[src/rtl/dkongjr_obj_dma.sv]
// dkongjr_obj_dma: copies a sprite attribute table from CPU work RAM into the inactive OBJ RAM bank.
// Optional macro DMA_VBLANK_GATE_EN restricts bus ownership to vertical blank.
module dkongjr_obj_dma #(
   parameter int RD_WAIT = 1,
   parameter int MAX_LEN = 512
) (
   input  logic        CLK_12M,
   input  logic        RST_4L,
   input  logic        I_START,
   input  logic [15:0] I_SRC_BASE,
   input  logic [9:0]  I_LEN,
   input  logic        I_2PSL,
   input  logic        I_VBLK,
   input  logic        I_BUSAKn,
   input  logic [7:0]  I_SRC_DB,
   output logic        O_BUSRQn,
   output logic [15:0] O_SRC_AB,
   output logic        O_SRC_RDn,
   output logic [9:0]  O_OBJ_AB,
   output logic [7:0]  O_OBJ_DB,
   output logic        O_OBJ_RQn,
   output logic        O_OBJ_WRn,
   output logic        O_BUSY,
   output logic        O_DONE
);
   localparam logic [2:0] IDLE = 3'd0, REQ = 3'd1, RD = 3'd2, WR = 3'd3, GAP = 3'd4, HOLD = 3'd5, REL = 3'd6;
   localparam logic [1:0] WAIT_L = 2'(RD_WAIT);
   localparam logic [9:0] MAX_L = 10'(MAX_LEN);

   logic [2:0]  state;
   logic [15:0] src;
   logic [8:0]  offset;
   logic [9:0]  count;
   logic [9:0]  len_eff;
   logic [1:0]  wait_cnt;
   logic        bank;
   logic        done_z;
   logic        pend;
   logic        park;
   logic        gate;
   logic        active;

   // gate is the permission to own the bus; it is constantly open unless vblank gating is built in
`ifdef DMA_VBLANK_GATE_EN
   assign gate = I_VBLK;
`else
   logic unused_vblk;
   assign gate = 1'b1;
   assign unused_vblk = I_VBLK;
`endif

   assign len_eff = (I_LEN > MAX_L) ? MAX_L : I_LEN;

   // strobes decode straight from the state so an asynchronous reset releases them at once
   always_comb begin
      active    = state inside {REQ, RD, WR, GAP, HOLD};
      O_BUSRQn  = !(active && !park);
      O_BUSY    = active || pend;
      O_SRC_RDn = state != RD;
      O_OBJ_RQn = state != WR;
      O_OBJ_WRn = state != WR;
      O_DONE    = done_z || (state == REL);
      O_SRC_AB  = src;
      O_OBJ_AB  = {bank, offset};
   end

   // transfer sequencer: request bus, read byte, write byte, advance, release
   always_ff @(posedge CLK_12M or negedge RST_4L) begin
      if (!RST_4L) begin
         state    <= IDLE;
         src      <= '0;
         offset   <= '0;
         count    <= '0;
         wait_cnt <= '0;
         bank     <= 1'b0;
         done_z   <= 1'b0;
         pend     <= 1'b0;
         park     <= 1'b0;
         O_OBJ_DB <= '0;
      end else begin
         done_z <= 1'b0;
         case (state)
            IDLE: begin
               if (pend) begin
                  if (gate) begin
                     pend  <= 1'b0;
                     state <= REQ;
                  end
               end else if (I_START) begin
                  src    <= I_SRC_BASE;
                  offset <= '0;
                  count  <= len_eff;
                  bank   <= ~I_2PSL;
                  if (len_eff == 10'd0) done_z <= 1'b1;
                  else if (gate) state <= REQ;
                  else pend <= 1'b1;
               end
            end
            REQ: if (!I_BUSAKn) state <= RD;
            RD: begin
               if (wait_cnt == WAIT_L) begin
                  O_OBJ_DB <= I_SRC_DB;
                  wait_cnt <= '0;
                  state    <= WR;
               end else begin
                  wait_cnt <= wait_cnt + 2'd1;
               end
            end
            WR: state <= GAP;
            GAP: begin
               src    <= src + 16'd1;
               offset <= offset + 9'd1;
               count  <= count - 10'd1;
               if (count == 10'd1) state <= REL;
               else if (!gate) begin
                  park  <= 1'b1;
                  state <= HOLD;
               end else if (I_BUSAKn) state <= HOLD;
               else state <= RD;
            end
            HOLD: begin
               if (park) begin
                  if (gate) begin
                     park  <= 1'b0;
                     state <= REQ;
                  end
               end else if (!I_BUSAKn) state <= RD;
            end
            REL: state <= IDLE;
            default: state <= IDLE;
         endcase
      end
   end
endmodule

[config.mk]
export PLATFORM = sky130hd
export DESIGN_NAME = dkongjr_obj_dma
export DESIGN_NICKNAME = d
export VERILOG_FILES = /design/src/rtl/dkongjr_obj_dma.sv
export SDC_FILE = /design/constraint.sdc
export NUM_CORES = 1
export LEC_CHECK = 0
export CORE_UTILIZATION = 45
export DETAILED_ROUTE_END_ITERATION = 10
export GPL_ROUTABILITY_DRIVEN = 1
export GPL_TIMING_DRIVEN = 0
export PLACE_DENSITY = 0.77
export SLEW_MARGIN = 0
export SYNTH_ARGS = -nofsm -noshare
export SYNTH_HDL_FRONTEND = slang
export SYNTH_SLANG_ARGS = --single-unit
[constraint.sdc]
create_clock -name CLK_12M -period 2.15 [get_ports CLK_12M]
set_clock_uncertainty 0.2 [all_clocks]
set_input_delay 0.215 -clock CLK_12M [delete_from_list [all_inputs] [get_ports CLK_12M]]
set_output_delay 0.215 -clock CLK_12M [all_outputs]
set_load 0.02 [all_outputs]
==> results of run 1 <==
[state kept, by name (all words and copies together), names as in the netlist]
| signal | flops |
|---|---|
| count | 10 |
| O_OBJ_DB | 8 |
| wait_cnt | 2 |
| offset | 9 |
| state | 3 |
| done_z | 1 |
| bank | 1 |
| O_SRC_AB | 16 |
[worst max-delay path: cells and delay by family, from the launching register on]
kind                   cells  cell delay (ns)
buffers and inverters      2             0.52
and+or+nand+nor            2             0.42
DFF                        1             0.38
[metal layers]
metal  track usage, %  routed length, µm
met1            31.27               2955
met2            39.74               3382
met3            4.023                427
met4            9.455                140
met5                0                  0
[timing repair]
| item | CTS | global route |
|---|---|---|
| hold endpoints to repair | 50 | 0 |
| gates resized for setup | 8 | 5 |
| pin swaps | 1 | 3 |
| cloned | 0 | 0 |
| hold buffers | 1 | 0 |
| setup buffers | 2 | 4 |
| endpoints found under the setup margin | 15 | 26 |
[path summary, 6_finish.rpt]
| check | to | cells past startpoint |
|---|---|---|
| setup / recovery | O_SRC_RDn | 4 |
| hold / removal | count[8] | 2 |
| min in group CLK_12M | O_SRC_AB[14] | 3 |
| max in group asynchronous | O_SRC_AB[4] | 3 |
| hold reg to reg | offset[8] | 1 |
| setup reg to reg | O_SRC_AB[4] | 5 |
[layout make-up]
cell class / instances / area [µm²] / area share (%)
sequential: 50 / 1251 / 33.65
clock inverter: 3 / 40.04 / 1.077
inverter: 11 / 41.29 / 1.110
multi-input combinational: 194 / 1269 / 34.12
clock buffer: 5 / 68.82 / 1.851
timing repair buffer: 86 / 852.1 / 22.91
buffer: 15 / 106.4 / 2.860
tap: 72 / 90.09 / 2.423
[power by group]
part           switching [mW]  total (mW)  internal, mW
clock network           0.322       0.665         0.343
registers               0.375        1.69          1.31
logic                    1.35        2.57          1.22
total                    2.04        4.92          2.87
[cells in the final DEF, fill, tap and decap left out, types with 3 or more instances in the layout]
cell	netlist	layout
buf_4	4	9
nor4_1	4	4
clkdlybuf4s50_1	0	71
clkbuf_1	5	3
nand3_1	18	18
nor2_1	20	20
inv_1	11	11
and3_1	5	5
mux2_2	8	8
o21ai_0	20	20
nand4_1	7	7
buf_2	2	3
dlygate4sd2_1	0	5
clkbuf_2	0	3
o211ai_1	7	7
ha_1	4	4
buf_6	4	4
a31oi_1	3	3
clkbuf_8	0	5
a21oi_1	3	3
a221o_1	6	6
or4_1	5	5
o311ai_0	9	9
nand2_1	34	34
a22oi_1	3	3
dfrtp_1	50	50
[cell families after synthesis]
family	synth area share, %
AND/OR/NAND/NOR	22.90
buffers and inverters	5.467
adder cells (fa/ha/maj)	1.885
AO/OA/AOI/OAI	18.52
XOR/XNOR	0.3299
flip-flops	47.13
multiplexers	3.770
[metrics by stage]
stage	setup TNS, ns	hold slack [ns]	cells
after floorplan	0	-0.2806	270
after global placement	-45.58	0.2664	420
after detailed placement	-3.419	-0.05533	421
after CTS	0	0.1429	432
after global routing	0	0.1718	436
final	0	0.1317	436
==> flow_summary.toml, run 1 <==
[timing]
period_needed_ns = 2.046
hold_viol = 0
setup_viol = 0
rsz0062_at_grt = "no"
clock.fmax_ghz = 0.4889
slew_headroom_pct = 62.96
worst_pin_slew_ns = 0.5556
period_share_pct = 95.14
drv_slew = 0
fin_ws_ns = 0.1045

[drt]
postRouteAntennaNets = 0
drtIter0Drc = 146
drc = 0
first_pass_iters = 4
routed_via_density = 5.807
routed_wl_um = 6905
wl_per_cell_um = 15.84
routed-via-count = 2532

[placement]
gp_congestion = 0.8256
hpwl_um = 4968
io_buffers = 78
pre_cts_slack_ns = -0.2790
placedInstanceArea_um2 = 3541

[layout]
nets = 407
stdcell_area_um2 = 3719
syn_to_final_growth_pct = 40.06
drive_above_1_share_pct = 12.09
fin_util_pct = 66.31
nFillCells = 489
insertedDiodeCount = 0

[clock_tree]
h-tree-depth = 2
clk_latency_ns = 0.31
cts_buffers = 5
cts_root_buf = "clkbuf_8"
cts_tree = "done"
cts_buffer_depth = 2
cts.sinks = 50
clkTransAtPathRegs_ns = 0.09

[die]
die_w_um = 78.81
fp.coreArea_um2 = 5608
fp.dieArea_um2 = 6211
row_count = 27
ios = 80
start_util_pct = 47.34
die_y_um = 78.81

[critical_path]
path_cells = "buf_6 > nor2_1 > nand2_1 > dlygate4sd2_1"
cp-end-kind = "output pin"
reg2reg_slack_ns = 0.13
r2r_start = "state[1]"
worstSetupStartpoint = "state[0]"
worst_ep_arrival_time_ns = 1.63
cp.required_ns = 1.74
cp_slowest_cell = "dfrtp_1"
max_stage_delay_ns = 0.38
path_class = "reg -> out"
path_max_fanout = 10
critical_path.startpoint_type = "flip-flop"

[power_and_ir_drop]
finalPower_mw = 4.916
vdd.ir_drop.worst_mv = 0.6052
powerDensity_nw_per_um2 = 1322
power.leakage_nw = 1.555

[global_routing]
antenna_found_initial = 0
grt_pass1_vias = 2511
overflow = 0
grt_pass1_wl_um = 11710
grt_max_degree = 37
grtUsageTotal_pct = 23.98

[yosys]
synth_common_cells = "50 x dfrtp_1, 34 x nand2_1, 20 x nor2_1, 20 x o21ai_0, 18 x nand3_1"
synth_area_leaders = "dfrtp_1 47%, nand2_1 4.8%, o21ai_0 3.8%"
synth_area_um2 = 2655
ys_async_sr_fraction_pct = 100.0
synth_top_area_share_pct = 47.13
ys.flop_type = "dfrtp_1"
ys_seq_elements = 50
synth_nets = 314
syn_area_per_cell_um2 = 9.834
synth_most_common_cell = "dfrtp_1"
synth_edf_count = 0
synth.distinct_cells = 49
syn_inst = 270
seq_area_frac_synth_pct = 47.13
yosysWarnings = 0
yosysTopAreaCell = "dfrtp_1"

[job]
drv_cap = 0

[min_path]
worstHoldPathType = "in -> async"

[outcome]
status = "complete, no violations"
No activity file was read; power rests on OpenSTA's default activity.
==> run 2, diff against run 1 <==
GPL_TIMING_DRIVEN = default   (was 0)
==> run 2 against run 1 <==
  * Via count fell by 0.51%
  * Utilization rose by 0.80 points
  * Die area did not move
  * Maximum frequency fell by 1.7%
  * Sequential power barely moved
  * First-iteration DRC count rose by 11%
  * Clock power rose by 23%
  * Clock-buffer cell count rose by 1
  * Register-to-register slack improved by 0.04 ns
  * Flip-flop and latch count did not move
  * Final area rose by 1.2%
  * Largest cell class unchanged
  * Largest power group unchanged
==> flow_summary.toml, run 2 (synthesis gave the netlist of run 1 again) <==
[timing]
whs_ns = 0.2154
rsz0062_at_grt = "no"
fin_ws_ns = 0.07001
clock.fmax_ghz = 0.4808
hold_viol = 0
slew_headroom_pct = 63.72
drv_slew = 0
worst_pin_slew_ns = 0.5443
period_share_pct = 96.74
setup_viol = 0
period_needed_ns = 2.080

[power_and_ir_drop]
swShare_pct = 39.78
clockPowerShare_pct = 16.1
powerDensity_nw_per_um2 = 1346
power.leakage_nw = 1.572
comb_power_share_pct = 49.8
finalPower_mw = 5.068
power.internal_mw = 3.052
pwr-share-seq_pct = 34.0
p_sw_mw = 2.016
vdd.ir_drop.worst_mv = 0.6796

[critical_path]
path_max_fanout = 10
cp.required_ns = 1.74
worst_ep_arrival_time_ns = 1.66
max_stage_delay_ns = 0.53
path_cells = "inv_1 > a31o_2 > clkdlybuf4s50_1"
critical_path.startpoint_type = "flip-flop"
cp_slowest_cell = "clkdlybuf4s50_1"
reg2reg_depth = 4
path_class = "reg -> out"
cp-end-kind = "output pin"

[drt]
routed_via_density = 5.791
wl_per_cell_um = 15.17
first_pass_iters = 4
routed_wl_um = 6600
routed-via-count = 2519
postRouteAntennaNets = 0
drc = 0
drtIter0Drc = 162

[global_routing]
grt_pass1_vias = 2323
grt_max_degree = 30
grtUsageTotal_pct = 22.34
overflow = 0
grt_pass1_wl_um = 10850
antenna_found_initial = 0

[die]
fp.coreArea_um2 = 5608
die_w_um = 78.81
die_y_um = 78.81
start_util_pct = 47.34
row_count = 27
ios = 80
fp.dieArea_um2 = 6211

[placement]
hpwl_um = 4732
io_buffers = 78
pre_cts_slack_ns = -0.001483
gp_congestion = 0.8292

[layout]
insertedDiodeCount = 0
syn_to_final_growth_pct = 41.75
drive_above_1_share_pct = 12.40
fin_util_pct = 67.11
nets = 406
mostFrequentLayoutCell = "clkdlybuf4s50_1"
nFillCells = 459
final_cell_mix = "74 x clkdlybuf4s50_1, 48 x dfrtp_1, 34 x nand2_1, 20 x nor2_1, 20 x o21ai_0"
largest_reg_flops = 16

[clock_tree]
cts_tree = "done"
h-tree-depth = 2
cts.sinks = 50
cts_root_buf = "clkbuf_8"
clkTransAtPathRegs_ns = 0.09
cts_buffers = 5
clk_latency_ns = 0.31
cts_buffer_depth = 2

[min_path]
worstHoldPathType = "in -> async"

[job]
drv_cap = 0

[outcome]
status = "complete, no violations"
-- run 2: changes by cell type in the layout (fill, tap and decap cells not counted), sizes merged --
| cell | before | now |
|---|---|---|
| dlygate4sd2 | 5 | 3 |
| clkdlybuf4s50 | 71 | 74 |
| buf | 18 | 22 |
| clkinv | 2 | 0 |
| bufinv | 1 | 2 |
| clkbuf | 11 | 6 |
-- run 2: path summary, 6_finish.rpt --
path                           startpoint            to  slack, ns
max                              state[0]        O_DONE       0.07
min                                RST_4L      count[8]       0.22
max reg2reg                      state[0]   O_SRC_AB[4]       0.17
min reg2reg                     offset[8]     offset[8]       0.29
max in group asynchronous          RST_4L      state[0]       0.98
min in group CLK_12M       I_SRC_BASE[12]  O_SRC_AB[12]       0.27
-- run 2: layout make-up --
class / instances / area, µm² / share of cell area (%)
multi-input cells: 194 / 1259 / 33.44
well taps: 72 / 90.09 / 2.394
flip-flops and latches: 50 / 1254 / 33.31
inverters: 11 / 41.29 / 1.097
clock buffers: 6 / 82.58 / 2.194
clock inverters: 2 / 60.06 / 1.596
repair buffers: 100 / 977.2 / 25.96
-- run 2: worst max-delay path, delay by kind of cell, from the launching register on --
family                 cells  cell delay [ns]
AOI/OAI and AO/OA          1             0.23
buffers and inverters      2             0.62
DFF                        1             0.50
-- run 2: stage by stage --
| stage | cell area, µm² | setup TNS [ns] | cells |
|---|---|---|---|
| 2_1_floorplan | 2655 | 0 | 270 |
| 3_3_place_gp | 3570 | 0 | 422 |
| 3_5_place_dp | 3570 | -0.001483 | 422 |
| 4_1_cts | 3721 | 0 | 431 |
| 5_1_grt | 3764 | 0 | 435 |
| 6_report | 3764 | 0 | 435 |
-- run 2: timing repair --
| item | CTS | global route |
|---|---|---|
| endpoints found under the hold margin | 21 | 0 |
| resized for setup | 5 | 0 |
| endpoints found under the setup margin | 9 | 21 |
| setup buffers | 0 | 4 |
| hold buffers | 1 | 0 |
| pin swaps | 0 | 2 |
-- run 2: power by group through the flow --
stage	combinational, mW	clock, mW	sequential, mW
5_1_grt	2.73	0.871	1.79
4_1_cts	2.48	0.825	1.72
2_1_floorplan	1.26	0	1.91
3_3_place_gp	2.43	0	1.71
3_5_place_dp	2.49	0	1.73
6_report	2.53	0.818	1.72
-- run 2: layer usage --
| metal | track usage [%] | share of wire, % |
|---|---|---|
| met1 | 29.15 | 44 |
| met2 | 37.48 | 48 |
| met3 | 3.908 | 6.2 |
| met4 | 7.636 | 1.6 |
| met5 | 0 | 0 |
==> run 3, diff against run 2 <==
CORE_UTILIZATION = 47   (was 45)
PLACE_DENSITY = 0.8   (was 0.77)
==> run 3 against run 2 <==
  * Flip-flop and latch count stayed put
  * Die area is 4.1% lower
  * Register-to-register slack worse by 0.08 ns
  * Sequential share of layout area is 0.13 points higher
  * Critical path type unchanged
  * Largest cell class unchanged
==> flow_summary.toml, run 3 (synthesis gave the netlist of run 1 again) <==
[timing]
worst_pin_slew_ns = 0.5725
period_share_pct = 97.18
period_needed_ns = 2.089
drv_slew = 0
rsz0062_at_grt = "no"
setup_tns_ns = 0
clock.fmax_ghz = 0.4786
slew_headroom_pct = 61.83
hold_viol = 0
setup_viol = 0

[critical_path]
cp-end-kind = "output pin"
path_class = "reg -> out"
critical_path.startpoint_type = "flip-flop"
reg2reg_slack_ns = 0.09
cp_slowest_cell = "clkdlybuf4s50_1"
path_cells = "buf_4 > a31o_2 > clkdlybuf4s50_1"
max_stage_delay_ns = 0.53
path_max_fanout = 9
worst_ep_arrival_time_ns = 1.67
cp.required_ns = 1.74

[layout]
final_cell_mix = "72 x clkdlybuf4s50_1, 47 x dfrtp_1, 34 x nand2_1, 22 x buf_4"
syn_to_final_growth_pct = 41.33
mostFrequentLayoutCell = "clkdlybuf4s50_1"
nFillCells = 453
largest_reg_flops = 16
nets = 409
fin_util_pct = 68.56
drive_above_1_share_pct = 13.39
insertedDiodeCount = 0

[drt]
routed_via_density = 5.783
routed_wl_um = 6553
drtIter0Drc = 160
routed-via-count = 2533
wl_per_cell_um = 14.96
drc = 0
first_pass_iters = 5
postRouteAntennaNets = 0

[clock_tree]
clkTransAtPathRegs_ns = 0.10
h-tree-depth = 2
cts_tree = "done"
cts_buffer_depth = 2
cts_buffers = 5
clk_latency_ns = 0.31
cts_root_buf = "clkbuf_8"
cts.sinks = 50

[power_and_ir_drop]
power.leakage_nw = 1.563
powerDensity_nw_per_um2 = 1319
vdd.ir_drop.worst_mv = 0.6671
swShare_pct = 40.73
clockPowerShare_pct = 13.5
pwr-share-seq_pct = 35.2
finalPower_mw = 4.949
p_sw_mw = 2.016
power.internal_mw = 2.933
comb_power_share_pct = 51.3

[die]
row_count = 27
ios = 80
die_w_um = 77.16
start_util_pct = 48.51
fp.coreArea_um2 = 5473
fp.dieArea_um2 = 5954
die_y_um = 77.16

[global_routing]
grt_pass1_wl_um = 11020
grtUsageTotal_pct = 23.19
grt_pass1_vias = 2297
antenna_found_initial = 0
grt_max_degree = 27
overflow = 0

[job]
drv_cap = 0

[min_path]
worstHoldPathType = "in -> async"

[outcome]
status = "complete, no violations"

[placement]
hpwl_um = 4722
gp_congestion = 0.8494
io_buffers = 78
==> run 3: cell types whose count changed in the layout (fill, tap and decap cells not counted) <==
cell,previous run,this run
nor3_1,4,3
clkinvlp_4,0,1
bufinv_16,2,1
clkbuf_1,0,1
clkbuf_8,6,5
buf_4,18,22
buf_12,3,2
dlymetal6s2s_1,0,2
nor3_2,0,1
dfrtp_1,48,47
clkdlybuf4s50_1,74,72
dfrtp_2,2,3
==> run 3: power by group through the flow <==
stage                     Sequential (mW)  Clock [mW]  Combinational, mW
after detailed placement             1.76           0               2.43
after CTS                            1.74       0.680               2.43
final                                1.74       0.667               2.54
after global routing                 1.80       0.714               2.76
after global placement               1.74           0               2.37
after floorplan                      1.91           0               1.26
==> run 3: metrics by stage <==
stage | hold WS, ns | instance area (µm²) | std cells | setup WS [ns]
floorplan | -0.2806 | 2655 | 270 | 0.1575
global placement | 0.04393 | 3550 | 421 | 0.05588
detailed placement | 0.03777 | 3550 | 421 | 0.02531
CTS | 0.2416 | 3681 | 431 | 0.01229
global route | 0.2705 | 3752 | 438 | 0.01805
finish | 0.2335 | 3752 | 438 | 0.06062
==> run 3: critical path: cells and delay by family, from the launching register on <==
| kind | cells | cell delay [ns] |
|---|---|---|
| flops | 1 | 0.47 |
| compound gates | 1 | 0.19 |
| buf+inv | 2 | 0.70 |
==> run 3: path summary, 6_finish.rpt <==
kind / start / endpoint / cells after the start
setup / recovery: state[1] / O_DONE / 3
hold / removal: RST_4L / O_OBJ_DB[4] / 2
setup reg to reg: state[1] / O_SRC_AB[11] / 4
hold reg to reg: offset[8] / offset[8] / 1
max in group asynchronous: RST_4L / count[7] / 3
min in group CLK_12M: I_SRC_BASE[14] / O_SRC_AB[14] / 3
==> run 3: per-layer routing <==
layer / track usage [%] / wire length [µm] / vias up
met2: 37.08 / 3172 / 118
li1: - / - / 1214
met4: 7.925 / 65 / 0
met5: 0 / 0 / -
met3: 4.881 / 513 / 10
met1: 31.11 / 2802 / 1191
==> run 3: what timing repair did <==
action	4_1_cts	5_1_grt
resized for setup	6	3
hold endpoints to repair	24	0
endpoints found under the setup margin	6	17
buffers inserted	1	7
hold buffers	1	0
pin swaps	0	0
==> run 3: final cells by class <==
cell class | instances | area, µm² | area share (%)
Tap cell | 72 | 90.09 | 2.401
Clock inverter | 2 | 37.54 | 1.000
Timing Repair Buffer | 103 | 992.2 | 26.44
Multi-Input combinational cell | 194 | 1264 | 33.68
Inverter | 11 | 41.29 | 1.100
Sequential cell | 50 | 1255 | 33.44
Clock buffer | 6 | 72.57 | 1.934
